**src/rtl/fb_read_arbiter.sv**
```systemverilog
// rtl/fb_read_arbiter.sv - frame buffer read-port arbiter, video priority with CPU starvation override
module fb_read_arbiter #(
    parameter int AW       = 17,
    parameter int DW       = 12,
    parameter int FB_WORDS = 19200,
    parameter int MAX_WAIT = 4
) (
    input  logic          clk,
    input  logic          rst,
    input  logic          vid_req,
    input  logic [AW-1:0] vid_addr,
    output logic          vid_ack,
    output logic          vid_valid,
    output logic [DW-1:0] vid_data,
    input  logic          cpu_req,
    input  logic [AW-1:0] cpu_addr,
    output logic          cpu_ack,
    output logic          cpu_valid,
    output logic [DW-1:0] cpu_data,
    output logic          mem_rd_en,
    output logic [AW-1:0] mem_addr,
    input  logic [DW-1:0] mem_data,
    output logic [15:0]   conflict_cnt
);

    typedef enum logic [1:0] {
        GNT_NONE = 2'd0,
        GNT_VID  = 2'd1,
        GNT_CPU  = 2'd2
    } gnt_t;

    localparam logic [3:0]    WAIT_MAX = 4'(MAX_WAIT);
    localparam logic [AW-1:0] FB_LIMIT = AW'(FB_WORDS);

    gnt_t          winner;
    gnt_t          gnt_q;
    logic [3:0]    wait_cnt;
    logic          oor_q;
    logic [AW-1:0] win_addr;
    logic          in_range;
    logic [DW-1:0] ret_data;
    logic [DW-1:0] vid_hold;
    logic [DW-1:0] cpu_hold;

    // Pick this cycle's winner: CPU only when video is idle or the CPU has waited long enough
    always_comb begin
        winner = GNT_NONE;
        if (!rst) begin
            if (cpu_req && (!vid_req || wait_cnt == WAIT_MAX)) begin
                winner = GNT_CPU;
            end else if (vid_req) begin
                winner = GNT_VID;
            end
        end
    end

    // Drive the RAM port and acks from the winner; out-of-range reads are acked but not issued
    always_comb begin
        win_addr = '0;
        case (winner)
            GNT_VID: win_addr = vid_addr;
            GNT_CPU: win_addr = cpu_addr;
            default: win_addr = '0;
        endcase
        in_range  = (win_addr < FB_LIMIT);
        vid_ack   = (winner == GNT_VID);
        cpu_ack   = (winner == GNT_CPU);
        mem_addr  = win_addr;
        mem_rd_en = (winner != GNT_NONE) && in_range;
    end

    // Return path: steer last cycle's RAM data to its owner, otherwise show the held value
    always_comb begin
        ret_data  = oor_q ? '0 : mem_data;
        vid_valid = !rst && (gnt_q == GNT_VID);
        cpu_valid = !rst && (gnt_q == GNT_CPU);
        vid_data  = vid_valid ? ret_data : vid_hold;
        cpu_data  = cpu_valid ? ret_data : cpu_hold;
    end

    // Grant tag pipeline, starvation counter, held return data and conflict statistics
    always_ff @(posedge clk) begin
        if (rst) begin
            gnt_q        <= GNT_NONE;
            oor_q        <= 1'b0;
            wait_cnt     <= '0;
            vid_hold     <= '0;
            cpu_hold     <= '0;
            conflict_cnt <= '0;
        end else begin
            gnt_q <= winner;
            oor_q <= (winner != GNT_NONE) && !in_range;

            if (!cpu_req || cpu_ack) begin
                wait_cnt <= '0;
            end else if (wait_cnt != WAIT_MAX) begin
                wait_cnt <= wait_cnt + 4'd1;
            end

            if (vid_valid) begin
                vid_hold <= ret_data;
            end
            if (cpu_valid) begin
                cpu_hold <= ret_data;
            end

            if (vid_req && cpu_req && conflict_cnt != 16'hFFFF) begin
                conflict_cnt <= conflict_cnt + 16'd1;
            end
        end
    end

endmodule

```
**config.mk**
```make
export PLATFORM = sky130hd
export DESIGN_NAME = fb_read_arbiter
export DESIGN_NICKNAME = d
export VERILOG_FILES = /design/src/rtl/fb_read_arbiter.sv
export SDC_FILE = /design/constraint.sdc
export NUM_CORES = 1
export LEC_CHECK = 0
export CELL_PAD_IN_SITES_DETAIL_PLACEMENT = 2
export CELL_PAD_IN_SITES_GLOBAL_PLACEMENT = 2
export CORE_MARGIN = 2
export CORE_UTILIZATION = 22
export DETAILED_ROUTE_END_ITERATION = 12
export PLACE_DENSITY_LB_ADDON = 0.25
export SYNTH_ARGS = -nofsm -noshare
export SYNTH_HDL_FRONTEND = slang
export SYNTH_SLANG_ARGS = --single-unit
```
**constraint.sdc**
```tcl
create_clock -name clk -period 3.05 [get_ports clk]
set_input_delay 0.61 -clock clk [delete_from_list [all_inputs] [get_ports clk]]
set_output_delay 0.61 -clock clk [all_outputs]
set_load 0.05 [all_outputs]
```
# Word level (Yosys, flattened, before mapping)
# Cells that the tools add are included.
# classes
order_cmp	1
n_reduce_logical	15
n_bitwise	0
n_mul	0
n_addsub	2
shifts	0
n_eq_ne	7
div_mod_pow	0
n_mux	7
# ops
cell	n
$mux W12	3
$pmux W17 S2	1
$lt A17 B15 Y1 const B	1
$add A16 B1 Y16 const B	1
$ne A16 B16 Y1 const B	1
$logic_and A1 B1 Y1	7
$add A4 B1 Y4 const B	1
$eq A2 B1 Y1 const B	2
$eq A2 B2 Y1 const B	2
$eq A4 B3 Y1 const B	1
$logic_not A1 Y1	4
$mux W2	2
$ne A4 B3 Y1 const B	1
$logic_or A1 B1 Y1	2
$reduce_bool A2 Y1	1
$reduce_or A2 Y1	1
$mux W1	1
# totals
output_inout_bits	62
ff_bits	47
mem_count	0
elab_cells	38
latchBits	0
mem_bits_rw	0
in_bits	50
romBits	0

# Longest topological paths before layout
# Gate-level depths: netlist of the first run.
# depth
ltp_word	10
mapped_depth	12

# Worst setup path before layout of the first run
# OpenSTA, ideal clock, no wires.
# synth_timing
path_type	register -> output
startpoint	register wait_cnt[0]
endpoint	output mem_rd_en
arrival_ns	3.590
stages_incl_launch_ff	13
required_ns	2.440
path_slack_ns	-1.150
cell_sequence	dfxtp_1 inv_1 ha_1 nand2_1 or2_2 a21oi_1 inv_1 ha_1 clkbuf_1 a22oi_1 nor2b_1 a211o_1 nor3_1
# synth_via
elab_chain_len	9
elab_cells_between_ends	11
classes_between	1 x order compare; 3 x eq/ne; 3 x mux; 4 x reduce/logical
# synth_rtl
item	line	text
start: declaration	37	logic [3:0] wait_cnt;
start signal: assignment	97	wait_cnt <= wait_cnt + 4'd1;
$eq A4 B3 Y1	49	if (cpu_req && (!vid_req || wait_cnt == WAIT_MAX)) begin
$logic_or A1 B1 Y1	49	
$logic_and A1 B1 Y1	49	
$mux W2	49	
$mux W2	48	if (!rst) begin
net winner[1]	35	gnt_t winner;
$eq A2 B1 Y1	n/a	
net vid_ack	12	output logic vid_ack,
$pmux W17 S2	60	case (winner)
net mem_addr[15]	21	output logic [AW-1:0] mem_addr,
$lt A17 B15 Y1	65	in_range = (win_addr < FB_LIMIT);
$logic_and A1 B1 Y1	69	mem_rd_en = (winner != GNT_NONE) && in_range;
end: declaration	20	output logic mem_rd_en,
# The timed path passes the listed nets, and every way through them passes these cells.

# Worst setup path after layout of the first run
# layout_timing
startpoint	register wait_cnt[1]
endpoint	output mem_rd_en
# layout_via
elab_chain_len	9
elab_cells_between_ends	11
classes_between	1 x order compare; 3 x eq/ne; 3 x mux; 4 x reduce/logical
# layout_rtl
item	line
$eq A4 B3 Y1 (*)	49
$logic_or A1 B1 Y1 (*)	49
$logic_and A1 B1 Y1 (*)	49
$mux W2 (*)	49
$mux W2 (*)	48
net winner[1]	35
$eq A2 B2 Y1 / $eq A2 B1 Y1 (equally long branches)	60
$pmux W17 S2	60
$lt A17 B15 Y1	65
$logic_and A1 B1 Y1 (*)	69
# Mark *: on every way through the listed nets, which the timed path passes. The rest lies on a longest branch.

==> impl_metrics.sql, run 1 <==
INSERT INTO impl_metrics (metric_group, metric, value, unit) VALUES
('detailed_routing', 'vias', '2718', ''),
('yosys', 'synth_area_per_cell', '8.01', 'µm²'),
('cells_and_area', 'layout_commonest_cell', 'clkdlybuf4s50_1', ''),
('timing', 'timing.final.setup_violations', '1', ''),
('grt', 'grt_remaining_overflow', '0', ''),
('run_status', 'failed_checks', 'setup timing', ''),
('timing', 'finalHoldViolations', '0', ''),
('place', 'cell_area_after_placement', '4400', 'µm²'),
('detailed_routing', 'drtPass1Iterations', '4', ''),
('place', 'dpl_worst_slack', '-0.303', 'ns'),
('pwr', 'total_power', '0.00158', 'W'),
('timing', 'layout_min_cycle_time', '3.13', 'ns'),
('yosys', 'ys_async_sr_fraction', '0', ''),
('timing', 'final_max_slew_viol_count', '0', ''),
('floorplanning', 'core', '10900', 'µm²'),
('yosys', 'yosys_most_used_dff', 'dfxtp_1', ''),
('cells_and_area', 'layout.cells.most_common_list', 'clkdlybuf4s50_1, dfxtp_1, buf_12', ''),
('detailed_routing', 'routed_wirelength', '9520', 'µm'),
('cells_and_area', 'fraction_of_layout_cells_with_a_size_suffix_above_1', '0.298', ''),
('detailed_routing', 'final_antenna_net_count', '0', ''),
('timing', 'rsz0062_at_grt', 'true', ''),
('floorplanning', 'floorplan.die.height', '110', 'µm'),
('floorplanning', 'io_pins', '112', ''),
('place', 'gp_routability_congestion', '0.726', ''),
('place', 'port-buffer-count', '111', ''),
('pwr', 'p_per_area', '339', 'nW/µm²'),
('worst_setup_path', 'worstSetupStartpointType', 'flip-flop', ''),
('timing', 'tightestPinTransition', '0.948', 'ns'),
('grt', 'grt_use_total', '0.156', ''),
('pwr', 'power_leakage', '1.74', 'nW'),
('flow_run', 'cap_violations', '0', ''),
('floorplanning', 'die_area', '12200', 'µm²'),
('clock_network', 'clock_sink_count', '47', ''),
('floorplanning', 'fp.dieW', '110', 'µm'),
('detailed_routing', 'via_to_cell_ratio', '4.69', ''),
('timing', 'finClkSkew', '0.00485', 'ns'),
('cells_and_area', 'finish.instance_area', '4670', 'µm²'),
('yosys', 'yosys_warnings', '0', ''),
('floorplanning', 'floorplan.initialDensity', '0.228', ''),
('floorplanning', 'row_count', '38', ''),
('timing', 'max_freq', '320', 'MHz'),
('pwr', 'ir_drop', '0.215', 'mV'),
('yosys', 'post_synth_instance_area', '2490', 'µm²'),
('yosys', 'synth_enable_flop_cells', '0', ''),
('detailed_routing', 'route.detailed.wl_per_inst', '16.4', 'µm'),
('cells_and_area', 'nets', '495', ''),
('worst_setup_path', 'critPathKind', 'flip-flop to output pin', ''),
('cells_and_area', 'antenna_cells', '0', ''),
('run_status', 'outcome', 'finished with violations', ''),
('worst_setup_path', 'required', '2.44', 'ns'),
('clock_network', 'cts_root_buf', 'clkbuf_16', ''),
('grt', 'largest_net_degree_at_the_start_of_global_routing', '29', ''),
('yosys', 'synth_seq_area_share', '0.378', ''),
('clock_network', 'cts.hold.buffers_added', '0', ''),
('timing', 'setup_slack', '-0.0776', 'ns'),
('detailed_routing', 'dr.first_iter.drc_count', '39', ''),
('timing', 'timing.max_slew.rel_slack', '0.363', ''),
('timing', 'finalCritPeriodShare', '1.03', ''),
('worst_setup_path', 'critical_path_arrival', '2.52', 'ns'),
('worst_setup_path', 'crit_path_max_fanout', '6', ''),
('clock_network', 'worst_setup_hold_path_clk_slew', '0.06', 'ns'),
('place', 'half_perimeter_wire_length_after_placement', '7440', 'µm'),
('clock_network', 'cts_tree', 'done', ''),
('clock_network', 'ctsLongestPathBuffers', '2', ''),
('yosys', 'synth_fp_nets', '367', ''),
('grt', 'grt_pass1_vias', '3044', ''),
('worst_hold_path', 'hold_path.class', 'flip-flop to flip-flop', ''),
('grt', 'global_route_wire_length_before_repair', '15700', 'µm'),
('worst_setup_path', 'ff2ff_setup_slack', '0.78', 'ns'),
('yosys', 'ys_types', '47', ''),
('grt', 'antenna_found_initial', '0', ''),
('clock_network', 'tritoncts.num_buffers', '5', ''),
('cells_and_area', 'layout-area-overhead-vs-synth', '87.4', '%'),
('yosys', 'postSynthRegisterBits', '47', ''),
('yosys', 'netlist_instances', '311', ''),
('worst_setup_path', 'timing.critical_path.to_type', 'output pin', ''),
('clock_network', 'worstSkewPairLatency', '0.28', 'ns'),
('detailed_routing', 'remaining_drc_errors', '0', ''),
('cells_and_area', 'n_fill_cell', '1194', ''),
('timing', 'finalHoldWorstSlack', '0.518', 'ns'),
('clock_network', 'htreeDepth', '2', '');
==> flip-flops by register name (all words and copies together), names as in the netlist <==
register      flops
conflict_cnt     16
cpu_hold         12
vid_hold         12
wait_cnt          4
gnt_q             2
oor_q             1
==> kinds of logic after synthesis <==
logic type	after synthesis	share of synthesized area
adder cells (fa/ha/maj)	6	0.0301
XOR/XNOR	3	0.0105
buffers and inverters	30	0.0527
AND/OR/NAND/NOR	141	0.323
multiplexers	1	0.00452
flip-flops	47	0.378
AO/OA/AOI/OAI	83	0.201
==> synthesized netlist by cell type, drive strengths merged, types with 6 or more instances <==
cell type / n / area share
buf: 7 / 0.016
clkbuf: 12 / 0.018
a22oi: 17 / 0.051
nand2b: 14 / 0.035
nor2: 8 / 0.012
nand2: 37 / 0.056
or3: 6 / 0.015
dfxtp: 47 / 0.38
nor2b: 42 / 0.11
o21ai: 32 / 0.064
ha: 6 / 0.030
nor3: 6 / 0.012
a21oi: 20 / 0.040
inv: 10 / 0.015
==> where the power goes <==
group / switching [W] / internal (W)
logic: 0.000214 / 0.000215
registers: 0.00000596 / 0.000626
clock network: 0.000224 / 0.000299
==> worst max-delay path, cell delays in order (launching register included) <==
cell,delay [ns]
dfxtp_2,0.32
inv_2,0.07
ha_4,0.14
nand2_4,0.05
or2_4,0.25
a21oi_4,0.14
inv_2,0.08
ha_4,0.20
a22oi_2,0.19
nor2b_2,0.08
a211o_1,0.32
nor3_4,0.24
buf_12,0.16
==> metal layers <==
layer,routed length (µm),GRT usage,up-vias
met5,0,0,-
met4,59,0.0325,0
met3,656,0.0450,4
met2,4940,0.293,77
met1,3870,0.175,1297
li1,-,-,1340
==> what timing repair did <==
item	CTS	global route
gates resized for setup	12	6
cloned	0	0
buffers inserted	7	2
pin swaps	7	7
setup endpoints to repair	15	7
==> metrics by stage <==
step / TNS (ns) / util / std cells
global placement: -0.222 / 0.403 / 563
detailed placement: -1.11 / 0.403 / 563
global route: -0.250 / 0.427 / 579
finish: -0.0776 / 0.427 / 579
floorplan: -0.0920 / - / 311
CTS: -0.0818 / 0.423 / 577
==> worst paths after layout <==
path | to | from | depth (start not counted)
worst max register to register | oor_q | wait_cnt[1] | 12
worst min register to register | conflict_cnt[13] | conflict_cnt[13] | 2
worst max-delay path | mem_rd_en | wait_cnt[1] | 12
worst min-delay path | conflict_cnt[13] | conflict_cnt[13] | 2
==> area by class of cell <==
cell class | instances | area, µm² | area share
Tap cell | 140 | 175 | 0.0375
Clock inverter | 2 | 13.8 | 0.00295
Sequential cell | 47 | 943 | 0.202
Inverter | 10 | 37.5 | 0.00804
Multi-Input combinational cell | 234 | 1610 | 0.345
Clock buffer | 5 | 125 | 0.0268
Timing Repair Buffer | 141 | 1760 | 0.378
(Power assumes the default switching activity.)
==> run 2: changes to the inputs <==
--- a/config.mk
+++ b/config.mk
@@ -9,6 +9,7 @@
 export CELL_PAD_IN_SITES_GLOBAL_PLACEMENT = 2
 export CORE_MARGIN = 2
 export CORE_UTILIZATION = 22
+export CTS_CLUSTER_SIZE = 8
 export DETAILED_ROUTE_END_ITERATION = 12
 export PLACE_DENSITY_LB_ADDON = 0.25
 export SYNTH_ARGS = -nofsm -noshare
==> constraint.sdc (replaced) <==
create_clock -name clk -period 3.5 [get_ports clk]
set_input_delay 0.7 -clock clk [delete_from_list [all_inputs] [get_ports clk]]
set_output_delay 0.7 -clock clk [all_outputs]
set_load 0.05 [all_outputs]
==> impl_metrics.sql, run 2 (same netlist as run 1, synthesis figures left out) <==
INSERT INTO impl_metrics (metric_group, metric, value, unit) VALUES
('detailed_routing', 'route.detailed.wl_per_inst', '16.6', 'µm'),
('cells_and_area', 'multiInputGateArea', '1530', 'µm²'),
('clock_network', 'worst_setup_hold_path_clk_slew', '0.07', 'ns'),
('pwr', 'power_leakage', '1.70', 'nW'),
('grt', 'grt_remaining_overflow', '0', ''),
('timing', 'rsz0062_at_grt', 'false', ''),
('grt', 'grt_use_total', '0.153', ''),
('clock_network', 'clock_sink_count', '47', ''),
('clock_network', 'cts_tree', 'done', ''),
('cells_and_area', 'reg_top3', 'conflict_cnt: 16 flops, cpu_hold: 12 flops, vid_hold: 12 flops', ''),
('timing', 'finalHoldWorstSlack', '0.511', 'ns'),
('worst_setup_path', 'startpoint_of_the_most_critical_register_to_register_path', 'wait_cnt[0]', ''),
('clock_network', 'htreeDepth', '2', ''),
('pwr', 'power.share.switching', '0.277', ''),
('clock_network', 'tritoncts.num_buffers', '5', ''),
('place', 'cell_area_after_placement', '4390', 'µm²'),
('floorplanning', 'fp.dieW', '110', 'µm'),
('floorplanning', 'row_count', '38', ''),
('cells_and_area', 'register_with_the_most_flip_flops', 'conflict_cnt', ''),
('flow_run', 'cap_violations', '0', ''),
('cells_and_area', 'finish.instance_area', '4610', 'µm²'),
('worst_hold_path', 'worst_hold_path.num_cells', '2', ''),
('timing', 'finClkSkew', '0.0134', 'ns'),
('grt', 'grt_pass1_vias', '2955', ''),
('timing', 'timing.max_slew.rel_slack', '0.296', ''),
('worst_setup_path', 'critPathKind', 'input pin to output pin', ''),
('detailed_routing', 'remaining_drc_errors', '0', ''),
('timing', 'finalHoldViolations', '0', ''),
('floorplanning', 'core', '10900', 'µm²'),
('pwr', 'seq_power_share', '0.386', ''),
('detailed_routing', 'routed_wirelength', '9530', 'µm'),
('worst_setup_path', 'r2r_worst_path_depth', '11', ''),
('pwr', 'power.internal', '0.00103', 'W'),
('cells_and_area', 'regArea', '941', 'µm²'),
('detailed_routing', 'final_antenna_net_count', '0', ''),
('detailed_routing', 'dr.first_iter.drc_count', '41', ''),
('place', 'half_perimeter_wire_length_after_placement', '7510', 'µm'),
('run_status', 'outcome', 'finished clean', ''),
('pwr', 'ir_drop', '0.199', 'mV'),
('clock_network', 'ctsLongestPathBuffers', '2', ''),
('timing', 'final_max_slew_viol_count', '0', ''),
('pwr', 'p_per_area', '310', 'nW/µm²'),
('grt', 'global_route_wire_length_before_repair', '15600', 'µm'),
('cells_and_area', 'layout-area-overhead-vs-synth', '84.9', '%'),
('cells_and_area', 'layout_commonest_cell', 'clkdlybuf4s50_1', ''),
('worst_setup_path', 'timing.critical_path.to_type', 'output pin', ''),
('clock_network', 'cts_setup_buffers', '0', ''),
('clock_network', 'cts.hold.buffers_added', '0', ''),
('pwr', 'power.share.clock', '0.359', ''),
('cells_and_area', 'post_layout_utilization_of_the_core', '0.421', ''),
('worst_setup_path', 'critical_path_arrival', '2.71', 'ns'),
('worst_setup_path', 'worstSetupStartpointType', 'input pin', ''),
('timing', 'max_freq', '293', 'MHz'),
('cells_and_area', 'layout.cells.most_common_list', 'clkdlybuf4s50_1, dfxtp_1, buf_12', ''),
('detailed_routing', 'drtPass1Iterations', '4', ''),
('worst_hold_path', 'timing.hold.worst.start', 'conflict_cnt[7]', ''),
('worst_setup_path', 'crit_start', 'vid_req', ''),
('timing', 'finalCritPeriodShare', '0.974', ''),
('timing', 'layout_min_cycle_time', '3.41', 'ns'),
('clock_network', 'cts_repair_resize_count', '5', ''),
('worst_setup_path', 'ff2ff_setup_slack', '1.16', 'ns'),
('floorplanning', 'io_pins', '112', ''),
('cells_and_area', 'fraction_of_layout_cells_with_a_size_suffix_above_1', '0.256', ''),
('worst_setup_path', 'worstReg2RegEnd', 'oor_q', ''),
('cells_and_area', 'nets', '489', ''),
('pwr', 'share_of_total_power_in_combinational_logic', '0.255', ''),
('grt', 'antenna_found_initial', '0', ''),
('place', 'port-buffer-count', '111', ''),
('worst_setup_path', 'required', '2.80', 'ns'),
('worst_hold_path', 'hold_path.class', 'flip-flop to flip-flop', ''),
('pwr', 'p_switching', '0.000396', 'W'),
('cells_and_area', 'largest_register_ffs', '16', ''),
('floorplanning', 'floorplan.initialDensity', '0.228', ''),
('floorplanning', 'die_area', '12200', 'µm²'),
('timing', 'final.setup.tns', '0', 'ns'),
('timing', 'tightestPinTransition', '1.05', 'ns'),
('pwr', 'total_power', '0.00143', 'W'),
('detailed_routing', 'vias', '2738', ''),
('worst_hold_path', 'worst_hold_path.endpoint', 'conflict_cnt[7]', ''),
('floorplanning', 'floorplan.die.height', '110', 'µm'),
('detailed_routing', 'via_to_cell_ratio', '4.77', ''),
('clock_network', 'cts_root_buf', 'clkbuf_16', ''),
('clock_network', 'worstSkewPairLatency', '0.29', 'ns'),
('worst_setup_path', 'crit_path_max_fanout', '10', ''),
('cells_and_area', 'n_fill_cell', '1190', ''),
('place', 'gp_routability_congestion', '0.721', ''),
('cells_and_area', 'antenna_cells', '0', ''),
('timing', 'timing.final.setup_violations', '0', ''),
('grt', 'largest_net_degree_at_the_start_of_global_routing', '37', '');
-- run 2: changes by cell type in the layout (fill, tap and decap cells not counted), moves of 3 or more --
cell / change
a22oi_1: +4
a22oi_2: -4
buf_12: +3
buf_4: -9
o21ai_0: +4
o21ai_1: -3
-- run 2: worst max path at each step --
stage / endpoint / slack [ns] / cells past startpoint
CTS: mem_rd_en / 0.06 / 12
floorplan: mem_rd_en / 0.02 / 10
global route: mem_rd_en / 0.002 / 12
finish: mem_rd_en / 0.09 / 10
detailed placement: mem_rd_en / -0.12 / 10
global placement: mem_rd_en / 0.03 / 10
-- run 2: metal layers --
layer  share of wire  track usage
met4          0.0048       0.0192
met2            0.50        0.274
met3           0.041       0.0313
met5               0            0
met1            0.45        0.195
-- run 2: cell type report --
cell class              instances  share of cell area
repair buffers                135               0.383
inverters                      10             0.00815
flip-flops and latches         47               0.204
clock buffers                   7              0.0331
clock inverters                 1             0.00163
multi-input cells             234               0.332
well taps                     140              0.0380
-- run 2: worst max-delay path, cell delays in order --
cell	delay, ns
clkdlybuf4s50_1	0.43
buf_4	0.17
a21oi_4	0.17
inv_2	0.09
ha_4	0.21
a22oi_1	0.19
nor2b_2	0.09
a211o_1	0.32
nor3_4	0.16
buf_12	0.16
-- run 2: power by group through the flow --
stage / clock network (W) / logic (W) / registers (W)
floorplan: 0 / 0.000157 / 0.000565
global placement: 0 / 0.000353 / 0.000562
detailed placement: 0 / 0.000361 / 0.000563
CTS: 0.000531 / 0.000363 / 0.000550
global route: 0.000555 / 0.000388 / 0.000552
finish: 0.000513 / 0.000364 / 0.000551
-- run 2: metrics by stage --
| stage | instances | worst slack (ns) |
|---|---|---|
| floorplan | 311 | 0.0154 |
| global placement | 566 | 0.0349 |
| CTS | 574 | 0.0561 |
| finish | 574 | 0.0915 |
| detailed placement | 566 | -0.117 |
| global route | 574 | 0.00225 |
==> run 3: changes to the inputs <==
--- a/config.mk
+++ b/config.mk
@@ -15,3 +15,4 @@
 export SYNTH_ARGS = -nofsm -noshare
 export SYNTH_HDL_FRONTEND = slang
 export SYNTH_SLANG_ARGS = --single-unit
+export TNS_END_PERCENT = 5
==> results of run 3 <==
Same layout as run 2: the final DEF is identical, and so are final timing and power.
